### config.mk
export PLATFORM = sky130hd
export DESIGN_NAME = tmds_channel_decoder
export DESIGN_NICKNAME = d
export VERILOG_FILES = /design/src/rtl/tmds_channel_decoder.sv
export SDC_FILE = /design/constraint.sdc
export NUM_CORES = 1
export LEC_CHECK = 0
export CAP_MARGIN = 20
export CORE_ASPECT_RATIO = 0.8
export CORE_MARGIN = 2
export CORE_UTILIZATION = 45
export CTS_CLUSTER_SIZE = 10
export DETAILED_ROUTE_END_ITERATION = 8
export PLACE_DENSITY = 0.69
export SLEW_MARGIN = 20
export SYNTH_ARGS = -nofsm -noshare
export SYNTH_HDL_FRONTEND = slang
export SYNTH_SLANG_ARGS = --single-unit
export TNS_END_PERCENT = 20
### constraint.sdc
create_clock -name clk_i -period 3 [get_ports clk_i]
set_clock_uncertainty 0.15 [all_clocks]
set_input_delay 0.75 -clock clk_i [delete_from_list [all_inputs] [get_ports clk_i]]
set_output_delay 0.75 -clock clk_i [all_outputs]
set_load 0.02 [all_outputs]
### src/rtl/tmds_channel_decoder.sv
// TMDS receive channel: hunts word alignment on control-token runs, then decodes DE/control/pixel byte.
// Latency 1 cycle word_i -> outputs; no backpressure, one word accepted every clock.
module tmds_channel_decoder #(
    parameter int TOKEN_RUN      = 16,
    parameter int SEARCH_TIMEOUT = 2048,
    parameter int SLIP_SETTLE    = 4,
    parameter int LOSS_TIMEOUT   = 4096
) (
    input  logic       clk_i,
    input  logic       rst_i,
    input  logic [9:0] word_i,
    output logic       bitslip_o,
    output logic       aligned_o,
    output logic [3:0] slip_count_o,
    output logic       de_o,
    output logic [1:0] ctrl_o,
    output logic [7:0] data_o
);

    localparam int RUN_W  = $clog2(TOKEN_RUN + 1);
    localparam int TMR_W  = $clog2(SEARCH_TIMEOUT + 1);
    localparam int SET_W  = $clog2(SLIP_SETTLE + 1);
    localparam int LOSS_W = $clog2(LOSS_TIMEOUT + 1);

    localparam logic [RUN_W-1:0]  RUN_MAX   = RUN_W'(TOKEN_RUN);
    localparam logic [RUN_W-1:0]  RUN_LAST  = RUN_W'(TOKEN_RUN - 1);
    localparam logic [TMR_W-1:0]  TMR_LAST  = TMR_W'(SEARCH_TIMEOUT - 1);
    localparam logic [SET_W-1:0]  SET_LAST  = SET_W'(SLIP_SETTLE - 1);
    localparam logic [LOSS_W-1:0] LOSS_LAST = LOSS_W'(LOSS_TIMEOUT - 1);

    typedef enum logic [1:0] {
        SEARCH    = 2'd0,
        SLIP_WAIT = 2'd1,
        LOCKED    = 2'd2
    } state_t;

    state_t            state;
    logic [RUN_W-1:0]  run;
    logic [TMR_W-1:0]  timer;
    logic [SET_W-1:0]  settle;
    logic [LOSS_W-1:0] loss;

    logic       is_token;
    logic [1:0] token_val;
    logic [7:0] q;
    logic [7:0] dec;

    always_comb begin
        is_token  = 1'b1;
        token_val = 2'b00;
        case (word_i)
            10'b1101010100: token_val = 2'b00;
            10'b0010101011: token_val = 2'b01;
            10'b0101010100: token_val = 2'b10;
            10'b1010101011: token_val = 2'b11;
            default:        is_token  = 1'b0;
        endcase

        // word[9] flags inversion, word[8] selects XOR vs XNOR chaining
        q      = word_i[9] ? ~word_i[7:0] : word_i[7:0];
        dec    = 8'd0;
        dec[0] = q[0];
        for (int i = 1; i < 8; i++) begin
            dec[i] = word_i[8] ? (q[i] ^ q[i-1]) : ~(q[i] ^ q[i-1]);
        end
    end

    always_ff @(posedge clk_i or posedge rst_i) begin
        if (rst_i) begin
            state        <= SEARCH;
            run          <= '0;
            timer        <= '0;
            settle       <= '0;
            loss         <= '0;
            bitslip_o    <= 1'b0;
            aligned_o    <= 1'b0;
            slip_count_o <= 4'd0;
            de_o         <= 1'b0;
            ctrl_o       <= 2'b00;
            data_o       <= 8'd0;
        end else begin
            bitslip_o <= 1'b0;
            case (state)
                SEARCH: begin
                    de_o   <= 1'b0;
                    ctrl_o <= 2'b00;
                    data_o <= 8'd0;
                    // Completing the run takes priority over a coincident timeout
                    if (is_token && run == RUN_LAST) begin
                        state        <= LOCKED;
                        aligned_o    <= 1'b1;
                        run          <= '0;
                        timer        <= '0;
                        loss         <= '0;
                        slip_count_o <= 4'd0;
                    end else begin
                        if (is_token)
                            run <= (run == RUN_MAX) ? run : run + 1'b1;
                        else
                            run <= '0;
                        if (timer == TMR_LAST) begin
                            state        <= SLIP_WAIT;
                            bitslip_o    <= 1'b1;
                            slip_count_o <= (slip_count_o == 4'd9) ? 4'd0 : slip_count_o + 4'd1;
                            timer        <= '0;
                            settle       <= '0;
                        end else begin
                            timer <= timer + 1'b1;
                        end
                    end
                end

                SLIP_WAIT: begin
                    if (settle == SET_LAST) begin
                        state <= SEARCH;
                        run   <= '0;
                        timer <= '0;
                    end else begin
                        settle <= settle + 1'b1;
                    end
                end

                LOCKED: begin
                    if (is_token) begin
                        loss   <= '0;
                        de_o   <= 1'b0;
                        ctrl_o <= token_val;
                        data_o <= 8'd0;
                    end else if (loss == LOSS_LAST) begin
                        state        <= SEARCH;
                        aligned_o    <= 1'b0;
                        slip_count_o <= 4'd0;
                        run          <= '0;
                        timer        <= '0;
                        loss         <= '0;
                        de_o         <= 1'b0;
                        ctrl_o       <= 2'b00;
                        data_o       <= 8'd0;
                    end else begin
                        loss   <= loss + 1'b1;
                        de_o   <= 1'b1;
                        data_o <= dec;
                    end
                end

                default: state <= SEARCH;
            endcase
        end
    end

endmodule

# After elaboration in Yosys (flattened, before gate mapping)
# Cells that the tools add are included.
[word_totals]
register_bits = 52
input_bits = 12
[op_classes]
n_addsub = 5
n_eq_ne = 22
n_mux = 58
n_bitwise = 15
n_reduce_logical = 14
[ops]
columns = ["cell", "count"]
rows = [
  ["$mux 12", 5],
  ["$mux 13", 3],
  ["$pmux 12 s3", 1],
  ["$mux 5", 6],
  ["$pmux 13 s2", 1],
  ["$mux 8", 3],
  ["$eq 10x10->1 const B", 2],
  ["$mux 4", 5],
  ["$reduce_and 4->1", 5],
  ["$mux 1", 16],
  ["$pmux 8 s2", 1],
  ["$pmux 5 s3", 1],
  ["$ne 2x2->1 const B", 7],
  ["$add 13x1->13 const B", 1],
  ["$eq 13x12->1 const B", 1],
  ["$add 12x1->12 const B", 1],
  ["$eq 12x11->1 const B", 1],
  ["$mux 2", 6],
  ["$pmux 2 s3", 2],
  ["$eq 10x8->1 const B", 1],
  ["$eq 10x9->1 const B", 1],
  ["$mux 3", 3],
  ["$not 8->8", 1],
  ["$pmux 4 s2", 1],
  ["23 further kinds", 39],
]

# Depth between registers and ports, before layout
[depth]
ltp_word = 8
depth_mapped = 10
depth_no_buf = 9

# Least setup slack after synthesis
# No wires, ideal clock.
[synth_path]
path_type = "input -> register"
start = "in word_i[8]"
end = "reg timer[5]"
setup_time_ns = 0.110
t_arrival_ns = 2.295
t_required_ns = 2.740
path_slack_ns = 0.445
stages = 9
path_buffers = 3
path_cell_list = "buf_2 and3b_1 nand3_1 a31oi_1 or2_1 buf_2 buf_1 o21ai_0 o41ai_1"
[synth_between]
elab_chain_cells = 6
word_cells_on_any_way = 11
[synth_rtl]
columns = ["item", "line_no", "text"]
rows = [
  ["start, declared", "11", "input logic [9:0] word_i,"],
  ["$eq 10x10->1 (tied with other cells)", "51", "case (word_i)"],
  ["$reduce_or 4->1 (no line) (*)", "n/a", ""],
  ["$mux 1 (*)", "51", ""],
  ["$logic_and 1x1->1", "89", "if (is_token && run == RUN_LAST) begin"],
  ["$mux 12", "89", ""],
  ["$pmux 12 s3", "83", "case (state)"],
  ["end signal, assigned", "108", "timer <= timer + 1'b1;"],
  ["end, declared", "39", "logic [TMR_W-1:0] timer;"],
]
# Mark *: on every way between the ends. The rest lies on a longest branch, timed or not.
# A chain may end at the register's enable or synchronous reset.

# Worst setup path in the final report
[layout_path]
start = "in word_i[5]"
end = "reg loss[7]"
[layout_between]
elab_chain_cells = 6
word_cells_on_any_way = 11
[layout_rtl]
columns = ["item", "line_no", "text"]
rows = [
  ["$eq 10x10->1 (tied with other cells)", "51", ""],
  ["$reduce_or 4->1 (no line) (*)", "n/a", ""],
  ["$mux 1 (*)", "51", ""],
  ["$logic_and 1x1->1", "89", ""],
  ["$ne 2x2->1 (no line)", "n/a", ""],
  ["$reduce_and 2->1 (no line)", "n/a", ""],
  ["end signal, assigned", "140", "loss <= loss + 1'b1;"],
  ["end, declared", "41", "logic [LOSS_W-1:0] loss;"],
]
# Marked as above.

==> results.cfg <==
[clock_tree]
cts_buffers = 5
cts_tree = yes
clock_latency_ns = 0.31
cts-resized-gates = 0
cts.sinks = 52
postCtsSetupRepairBufs = 0
clockBufferDepth = 2
h-tree-depth = 2
hold_buffers = 0
cts.clk_slew.worst_paths_ns = 0.09
clockRootBuffer = clkbuf_8

[floorplan]
fp.dieH_um = 77.14
pin_count = 29
start_util_pct = 46.72
num_rows = 26
dieArea_um2 = 7361
core_um2 = 6441
die_w_um = 95.43

[timing]
setup_slack_ns = 0.2902
fmax_mhz = 369.0
relSlewSlack_pct = 47.55
setup_viol_count_final = 0
hold_viol = 0
tightest_slew_ns = 0.7839
drv_slew = 0
post-route-min-period_ns = 2.710
grt_setup_unrepaired = no
finalCritPeriodShare_pct = 90.33

[setup_path]
r2r_start = timer[0]
reg2reg_depth = 7
critPathKind = in2reg
arrival_ns = 2.73
start_kind = input pin
cp-end-kind = flip-flop
worst-r2r-setup-slack_ns = 0.39
cp.required_ns = 3.02
path_max_fanout = 7
r2r_end = settle[0]

[detailed_routing]
drc_errors = 0
avgViaCountPerCell = 5.453
drt_pass1_iterations = 4
drt_iter0_drc = 158
antenna_left = 0
vias = 2492
wl_per_cell_um = 15.00
wl_met3_um = 303
wl_met2_um = 3003
highest_layer = met4
drt_wl_total_um = 6853
drt-met1-wl_um = 3485

[global_route]
grt_pass1_wl_um = 12080
grt_pass1_vias = 2491
grt.total_usage_pct = 20.53
grt_max_degree = 34
overflow = 0
antenna_found_initial = 0

[place]
portBuffers = 28
gp_congestion = 0.8231
hpwl_um = 5196
dpl.cell_count = 450
dp_slack_ns = -0.02200

[synth]
synth_edf_count = 0
ys_types = 55
synth_ff_type = dfrtp_1
synth_top_cell_by_area = dfrtp_1
ys_warn_count = 0
synth.net_count = 339
yosysMostFrequentCell = dfrtp_1
avgSynthCellArea_um2 = 9.583
synth_top_area_share_pct = 43.24
synth.area.top_cells = dfrtp_1, ha_1, xnor2_1, nand2_1, nor2_1
syn_area_um2 = 3009
seq_area_frac_synth_pct = 43.24
synthArstFlopShare_pct = 100.0
netlist_instances = 314
synth_common_cells = dfrtp_1, nand2_1, nor2_1, inv_1
synth-seq-cells = 52

[layout]
area_growth_syn_to_layout_pct = 24.45
drive_above_1_share_pct = 15.28
final_nets = 398
final_cells = 457
diodes = 0

[hold_path]
holdPathEnd = de_o
hp-start = de_o
hp-class = reg2reg
holdPathStages = 1

[status]
outcome = finished clean

[flow_run]
drv_cap = 0

[power]
ir_drop_v = 0.0002387
p_per_area_nw_per_um2 = 552.0
power_leakage_nw = 1.600
-- layout make-up --
type	instances	area, um^2
Timing Repair Buffer	61	540.5
Multi-Input combinational cell	235	1602
Clock inverter	2	60.06
Clock buffer	5	68.82
Inverter	18	67.56
Fill cell	566	2696
Sequential cell	52	1301
Tap cell	84	105.1
-- stage by stage --
step	TNS, ns	util, %	hold WS (ns)	power (mW)	area, um^2
final	0	58.14	0.3414	2.067	3745
after global routing	0	58.14	0.3739	2.197	3745
after CTS	0	58.14	0.3487	2.085	3745
after detailed placement	-0.08915	56.14	0.3226	1.525	3616
after global placement	-0.01576	56.14	0.3216	1.505	3616
after floorplan	0	-	0.3103	1.310	3009
-- cells in the final DEF (no fill, tap or decap), drive strengths merged, types with 3 or more instances in the layout --
| cell type | instances |
|---|---|
| nor2b | 5 |
| nand2 | 25 |
| a22o | 8 |
| inv | 18 |
| clkbuf | 5 |
| dfrtp | 52 |
| nand2b | 6 |
| a21oi | 14 |
| o2bb2ai | 3 |
| nand3 | 15 |
| ha | 13 |
| or4 | 4 |
| nor3 | 8 |
| xnor2 | 15 |
| nor4 | 6 |
| o22ai | 3 |
| nand4 | 6 |
| o21ai | 24 |
| xor2 | 5 |
| and3 | 4 |
| o41ai | 4 |
| buf | 33 |
| o31ai | 4 |
| nor4b | 4 |
| mux2i | 4 |
| a21o | 4 |
| nor2 | 21 |
| or2 | 7 |
| clkdlybuf4s50 | 28 |
-- critical path, stage by stage --
cell and delay [ns]:
clkdlybuf4s50_1 0.51, and4bb_1 0.22, nand3_1 0.17, o311a_1 0.45
nor4b_1 0.40, xnor2_1 0.17, nor2_1 0.05
-- sequential cells by signal, indices dropped and copies added, names as in the netlist --
name and flops:
bitslip_o 1, timer 12, loss 13, state 2
slip_count_o 4, settle 3, aligned_o 1, de_o 1
ctrl_o 2, run 5, data_o 8
-- routing by layer --
layer	global-route usage (%)	vias to the layer above
li1	-	1256
met1	31.85	1187
met2	29.93	43
met3	3.536	6
met4	4.286	0
met5	0	-
-- how the worst max path moves through the flow --
stage                     startpoint       end  slack [ns]  depth (start not counted)
after floorplan            word_i[8]  timer[5]        0.45                          9
after global placement     word_i[0]   loss[7]       -0.01                          7
after detailed placement   word_i[0]  loss[10]       -0.02                          7
after CTS                  word_i[5]   loss[7]        0.29                          7
after global routing       word_i[5]   loss[6]        0.11                          9
final                      word_i[5]   loss[7]        0.29                          7
-- cells by family after synthesis --
kind of cell,count (synthesis),synth area share (%)
and+or+nand+nor,121,22.70
AOI/OAI and AO/OA,76,17.30
DFF,52,43.24
buffers and inverters,27,3.700
xor gates and xnor gates,20,5.821
adders and majority gates,13,5.406
muxes,5,1.829
-- power by group --
part           internal [mW]  switching, mW  leakage, nW
logic                  0.266          0.306        0.846
clock network          0.328          0.225       0.0642
registers              0.823          0.119        0.689
total                   1.42          0.649         1.60
Power figures use the tool's default switching activity.
